==> src/rtl/ldmstm_sequencer.sv <==
// Expands an LDM/STM register list into one addressed transfer per cycle,
// followed by an optional base writeback; holds upstream busy while running.
module ldmstm_sequencer #(
  parameter int unsigned STEP = 4
) (
  input  logic        clk,
  input  logic        rst,
  input  logic        insn_valid,
  input  logic [31:0] insn,
  input  logic [31:0] base,
  input  logic        stall,
  output logic        busy,
  output logic        xfer_valid,
  output logic [3:0]  xfer_reg,
  output logic [31:0] xfer_addr,
  output logic        xfer_load,
  output logic        xfer_user,
  output logic        xfer_last,
  output logic        wb_valid,
  output logic [3:0]  wb_reg,
  output logic [31:0] wb_data,
  output logic        done
);

  localparam int unsigned LIST_W = 16;
  localparam int unsigned CNT_W  = 5;

  typedef enum logic [1:0] {IDLE, XFER, WB} state_t;

  state_t              state;
  logic [LIST_W-1:0]   list;
  logic                wb_en;

  logic                accept_c;
  logic [CNT_W-1:0]    n_c;
  logic [31:0]         span_c;
  logic [31:0]         start_addr_c;
  logic [31:0]         wb_data_c;
  logic [LIST_W-1:0]   rest_c;
  logic                unused_cond;

  function automatic logic [3:0] lowest_set(input logic [LIST_W-1:0] v);
    lowest_set = 4'd0;
    for (int i = LIST_W - 1; i >= 0; i--) begin
      if (v[i]) lowest_set = 4'(i);
    end
  endfunction

  function automatic logic [CNT_W-1:0] popcount(input logic [LIST_W-1:0] v);
    popcount = '0;
    for (int i = 0; i < LIST_W; i++) begin
      popcount = popcount + CNT_W'(v[i]);
    end
  endfunction

  assign unused_cond = ^insn[31:28];

  // Decode-side address math: start address from P/U, writeback from U.
  always_comb begin
    accept_c = insn_valid && (insn[27:25] == 3'b100);
    n_c      = popcount(insn[15:0]);
    span_c   = 32'(STEP) * 32'(n_c);
    case ({insn[24], insn[23]})
      2'b01:   start_addr_c = base;
      2'b11:   start_addr_c = base + 32'(STEP);
      2'b00:   start_addr_c = base - span_c + 32'(STEP);
      default: start_addr_c = base - span_c;
    endcase
    wb_data_c = insn[23] ? (base + span_c) : (base - span_c);
    // Clearing the lowest set bit retires the register just transferred.
    rest_c    = list & (list - LIST_W'(1));
  end

  always_ff @(posedge clk) begin
    if (rst) begin
      state      <= IDLE;
      list       <= '0;
      wb_en      <= 1'b0;
      busy       <= 1'b0;
      xfer_valid <= 1'b0;
      xfer_reg   <= '0;
      xfer_addr  <= '0;
      xfer_load  <= 1'b0;
      xfer_user  <= 1'b0;
      xfer_last  <= 1'b0;
      wb_valid   <= 1'b0;
      wb_reg     <= '0;
      wb_data    <= '0;
      done       <= 1'b0;
    end else begin
      done <= 1'b0;
      case (state)
        IDLE: begin
          if (accept_c) begin
            list      <= insn[15:0];
            wb_en     <= insn[21];
            xfer_load <= insn[20];
            xfer_user <= insn[22];
            wb_reg    <= insn[19:16];
            wb_data   <= wb_data_c;
            xfer_addr <= start_addr_c;
            xfer_reg  <= lowest_set(insn[15:0]);
            if (n_c != '0) begin
              state      <= XFER;
              busy       <= 1'b1;
              xfer_valid <= 1'b1;
              xfer_last  <= (n_c == CNT_W'(1));
            end else if (insn[21]) begin
              state    <= WB;
              busy     <= 1'b1;
              wb_valid <= 1'b1;
            end else begin
              done <= 1'b1;
            end
          end
        end
        XFER: begin
          if (!stall) begin
            list <= rest_c;
            if (rest_c == '0) begin
              xfer_valid <= 1'b0;
              xfer_last  <= 1'b0;
              if (wb_en) begin
                state    <= WB;
                wb_valid <= 1'b1;
              end else begin
                state <= IDLE;
                busy  <= 1'b0;
                done  <= 1'b1;
              end
            end else begin
              xfer_reg  <= lowest_set(rest_c);
              xfer_addr <= xfer_addr + 32'(STEP);
              xfer_last <= ((rest_c & (rest_c - LIST_W'(1))) == '0);
            end
          end
        end
        WB: begin
          wb_valid <= 1'b0;
          state    <= IDLE;
          busy     <= 1'b0;
          done     <= 1'b1;
        end
        default: begin
          state <= IDLE;
          busy  <= 1'b0;
        end
      endcase
    end
  end

endmodule
==> config.mk <==
export PLATFORM = sky130hd
export DESIGN_NAME = ldmstm_sequencer
export DESIGN_NICKNAME = d
export VERILOG_FILES = /design/src/rtl/ldmstm_sequencer.sv
export SDC_FILE = /design/constraint.sdc
export NUM_CORES = 1
export LEC_CHECK = 0
export ABC_AREA = 0
export CAP_MARGIN = 20
export CORE_AREA = 2 2 117 147
export DETAILED_ROUTE_END_ITERATION = 12
export DIE_AREA = 0 0 119 149
export GPL_ROUTABILITY_DRIVEN = 0
export PLACE_DENSITY = 0.86
export SKIP_LAST_GASP = 1
export SYNTH_ARGS = -nofsm -noshare
export SYNTH_HDL_FRONTEND = slang
export SYNTH_SLANG_ARGS = --single-unit
==> constraint.sdc <==
create_clock -name clk -period 22.3 [get_ports clk]
set_clock_uncertainty 0.05 [all_clocks]
set_input_delay 4.46 -clock clk [delete_from_list [all_inputs] [get_ports clk]]
set_output_delay 4.46 -clock clk [all_outputs]
set_load 0.005 [all_outputs]
After elaboration in Yosys (flattened, before gate mapping)

Cells that the tools add are included.

Register bits: 98
Input bits: 68
Output and inout port bits: 79
Word-level logic and storage cells: 152

$add $sub $neg: 22
Equality and inequality tests: 16
Muxes and demuxes: 82
Bitwise logic cells: 2
Reductions and logical operators: 16

Operators by type and width:

| operator              | number |
|---|---|
| $mux 4                | 35 |
| $mux 32               | 4 |
| $add 32x3->32 const B | 3 |
| $pmux 32 s3           | 1 |
| $pmux 32 s2           | 1 |
| $add 5x1->5           | 11 |
| $add 32x7->32         | 1 |
| $and 16x16->16        | 2 |
| $logic_not 16->1      | 2 |
| $mux 16               | 2 |
| $pmux 16 s2           | 1 |
| $sub 16x1->16 const B | 2 |
| $sub 32x7->32         | 1 |
| $mux 1                | 25 |
| $ne 2x2->1 const B    | 9 |
| $mux 2                | 6 |
| $reduce_and 4->1      | 3 |
| $reduce_and 5->1      | 2 |
| $pmux 4 s2            | 1 |
| $reduce_and 7->1      | 1 |
| $pmux 1 s2            | 3 |
| $pmux 1 s3            | 2 |
| $add 4x1->5           | 1 |
| $eq 5x1->1 const B    | 1 |
| 15 further kinds      | 18 |

Logic depth before layout (Yosys ltp)

Depth after elaboration: 21
Gate-level depth with buffers: 27
Mapped depth without buffers: 25

Worst setup path before layout

Ideal clock, no wire load.

Kind: input-to-reg
Start point: input insn[5]
End point: register xfer_addr[16]
Setup time: 0.128 ns
Arrival: 10.152 ns
Data required time: 22.122 ns
Slack: 11.970 ns
Stages on the path: 23
Path buffers: 1
Cell sequence: inv_1 > fa_1 > inv_1 > fa_1 > fa_1 > inv_1 > fa_1 > inv_1 > ha_1 > inv_1 > fa_1 > fa_1 > nor2b_1 > o211a_1 > or3_1 > a222oi_1 > and4_1 > buf_6 > nand2_2 > o21ai_1 > mux2_2 > o211ai_1 > o21ai_1

Longest elaborated chain between the ends: 16

RTL lines:

| item                           | RTL line | text |
|---|---|---|
| start, declared                | 9        | `input logic [31:0] insn,` |
| $add 5x1->5 (*) (11 in series) | 52       | `popcount = popcount + CNT_W'(v[i]);` |
| $sub 32x7->32 (*)              | 66, 67   |  |
| $add 32x3->32                  | 66       | `2'b00: start_addr_c = base - span_c + 32'(STEP);` |
| $pmux 32 s3 (*)                | 63       | `case ({insn[24], insn[23]})` |
| $mux 32 (*)                    | 94       | `if (accept_c) begin` |
| $pmux 32 s2 (*)                | 92       | `case (state)` |
| end signal, assigned           | 101      | `xfer_addr <= start_addr_c;` |
| end signal, assigned           | 133      | `xfer_addr <= xfer_addr + 32'(STEP);` |
| end, declared                  | 15       | `output logic [31:0] xfer_addr,` |

Mark *: on every way between the ends. The rest lies on a longest branch, timed or not. The select of a mux whose other input is x is not followed.
A chain may end at the register's enable or synchronous reset.

Worst setup path in the final report

Start point: input insn[5]
End point: register xfer_addr[29]

The elaborated chain is that of the path after synthesis.

==> reports/results.tsv <==
stage	metric	value	unit
floorplan	io_pins	147	
global_route	grt_pass1_wl	51.0	mm
drt	routed_wl	32.1	mm
cells_and_area	syn_to_final_growth	17.4	%
floorplan	core_region_area	16500	um^2
worst_setup_path	crit_path_end_kind	flop	
min_path	hold_end	xfer_user$_SDFFE_PP0P_	
worst_setup_path	r2r_start	list[0]$_SDFFE_PP0P_	
worst_setup_path	cp_common_cell	inv_1	
drt	drc	0	
cts	cts_resized	0	
power_and_ir_drop	power_leakage	3.93	nW
worst_setup_path	cp.required	22.47	ns
min_path	hold_path_class	flop to flop	
cts	cts_buffer_depth	2	
drt	drt-initial-drc-count	1562	
global_route	grt_pass1_vias	10216	
yosys	synth_edf_count	0	
timing	clock.fmax	0.0862	GHz
floorplan	start_util	0.583	
worst_setup_path	worstPathArrival	11.77	ns
worst_setup_path	critical_path_class	primary input to flop	
floorplan	rows	53	
cts	hold_buffers	0	
timing	min_period_over_period	0.520	
min_path	hp-start	xfer_user$_SDFFE_PP0P_	
cells_and_area	fin_nets	1579	
cells_and_area	reg_top3	wb_data (32), xfer_addr (32), list (16)	
cells_and_area	final_area	11300	um^2
yosys	synthCells	1419	
drt	vias	11157	
global_route	grt.total_usage	0.352	
cts	h-tree-depth	3	
min_path	whs_path_depth	2	
drt	ant_nets	0	
worst_setup_path	start_kind	primary input	
global_route	grt_max_degree	59	
drt	viasPerCell	6.57	
floorplan	die_x	119	um
yosys	synth_top_cell_area_share	0.204	
yosys	synth-seq-cells	98	
timing	setup_viol	0	
cells_and_area	n_fill_cell	1388	
yosys	syn_nets	1524	
yosys	synth.most_common_cell	nand2_1	
timing	setup_tns	0	ns
timing	max_slew_margin	0.279	
timing	rsz0062_at_grt	no	
timing	finalMaxSlewViolations	0	
cells_and_area	multiInputGateArea	7010	um^2
cts	cts.sinks	98	
cts	cts_tree	done	
cts	cts-buffers-inserted	9	
status	status	finished, final reports clean	
cts	insertion_delay	0.37	ns
global_route	antenna_found_initial	0	
worst_setup_path	r2r_slack	18.51	ns
timing	tightest_slew	1.08	ns
worst_setup_path	reg2reg_depth	10	
cts	clkTransAtPathRegs	0.08	ns
placement	place_hpwl	23.2	mm
yosys	syn_area	9620	um^2
timing	hold_viol_final	0	
worst_setup_path	cp_max_fo	8	
floorplan	die_h	149	um
floorplan	dieArea	17700	um^2
yosys	ys_async_sr_fraction	0	
yosys	synth_area_leaders	dfxtp_1, nand2_1, a21oi_1, nor2_1, o21ai_0	
yosys	synth_common_cells	nand2_1, a21oi_1, nor2_1	
yosys	ys_warn_count	0	
cts	postCtsSetupBuffers	0	
cells_and_area	antenna_cells	0	
cells_and_area	seq_area	1960	um^2
cts	clockRootBuffer	clkbuf_16	
power_and_ir_drop	peakVddDrop	0.0562	mV
drt	wl_per_cell	18.9	um
yosys	ys.flop_type	dfxtp_1	
worst_setup_path	startpoint	insn[5]	
worst_setup_path	critPathMaxStageDelay	0.64	ns
drt	dr.pass1.iters	9	
yosys	syn_area_per_cell	6.78	um^2
timing	fin_hold_ws	0.405	ns
yosys	synth_cell_types	89	
timing	period_needed	11.60	ns
worst_setup_path	slowest_stage	fa_1	
yosys	ys_seq_area_frac	0.204	
cells_and_area	final_layout_size_suffix_gt1_frac	0.0433	
power_and_ir_drop	power.density	98.2	nW/um^2
global_route	overflow	0	
worst_setup_path	r2r-end	xfer_addr[21]$_SDFFE_PP0P_	
yosys	yosys.area.top_type	dfxtp_1	
placement	numPortBuffers	142	
flow_run	drv_cap	0	
placement	dpl-instance-area	11000	um^2
==> routing by layer <==
metal | track usage | part of all wire
met1 | 0.420 | 0.38
met3 | 0.0528 | 0.083
met2 | 0.586 | 0.47
met4 | 0.239 | 0.065
met5 | 0 | 0
==> worst max-delay path, delay by kind of cell <==
kind,cells,cell delay [ns]
adders and majority gates,6,2.74
and+or+nand+nor,6,1.64
buffers and inverters,6,0.94
xor gates and xnor gates,2,0.43
AOI/OAI and AO/OA,5,1.57
==> area by class of cell <==
class,instances,area share
multi-input cells,1153,0.620
flip-flops and latches,98,0.174
repair buffers,156,0.135
well taps,220,0.0244
clock buffers,9,0.0199
inverters,56,0.0186
clock inverters,7,0.00853
==> layout by cell type, fill, tap and decap left out, types with 7 or more instances in the layout <==
| cell type | count |
|---|---|
| and4_1 | 7 |
| a211oi_1 | 23 |
| nor2b_1 | 17 |
| xor2_1 | 38 |
| nor2_1 | 135 |
| nor4_1 | 19 |
| ha_1 | 24 |
| a22oi_1 | 20 |
| and2_1 | 11 |
| o211ai_1 | 7 |
| a21oi_1 | 137 |
| or3_1 | 12 |
| and3_1 | 20 |
| clkdlybuf4s50_1 | 141 |
| inv_1 | 54 |
| a221oi_1 | 9 |
| o22ai_1 | 16 |
| nand4_1 | 20 |
| o21ai_0 | 85 |
| nand3_1 | 48 |
| clkbuf_16 | 9 |
| o31ai_1 | 17 |
| or4_1 | 8 |
| maj3_1 | 8 |
| nor3_1 | 51 |
| a31oi_1 | 30 |
| buf_4 | 14 |
| nand2b_1 | 14 |
| xnor2_1 | 38 |
| a21o_1 | 15 |
| nand2_1 | 197 |
| fa_1 | 12 |
| dfxtp_1 | 98 |
==> where the power goes <==
group	leakage [nW]	switching, mW	internal, mW
Sequential	0.797	0.0514	0.209
Clock	0.154	0.0828	0.0907
Combinational	2.98	0.411	0.264
==> stage by stage <==
step                      cells  setup WS (ns)  utilization  power [mW]
after floorplan            1419          11.97            -       0.698
after global placement     1682          10.63        0.664       0.890
after detailed placement   1682          10.52        0.664       0.910
after CTS                  1698          10.86        0.684        1.09
after global routing       1699          10.38        0.684        1.18
final                      1699          10.70        0.684        1.11
==> cells by family (layout without fill, tap and decap cells) <==
group / after synthesis / count (layout) / share of synthesized area
simple gates: 596 / 596 / 0.303
flops: 98 / 98 / 0.204
mux: 7 / 7 / 0.00741
fa+ha+maj: 45 / 45 / 0.0658
buf+inv: 168 / 228 / 0.0684
compound gates: 429 / 429 / 0.282
xor+xnor: 76 / 76 / 0.0692
==> worst max-delay path by stage <==
stage,to
3_3_place_gp,xfer_addr[16]$_SDFFE_PP0P_
3_5_place_dp,xfer_addr[16]$_SDFFE_PP0P_
5_1_grt,xfer_addr[16]$_SDFFE_PP0P_
2_1_floorplan,xfer_addr[16]$_SDFFE_PP0P_
6_report,xfer_addr[29]$_SDFFE_PP0P_
4_1_cts,xfer_addr[16]$_SDFFE_PP0P_
(Power assumes the default switching activity.)
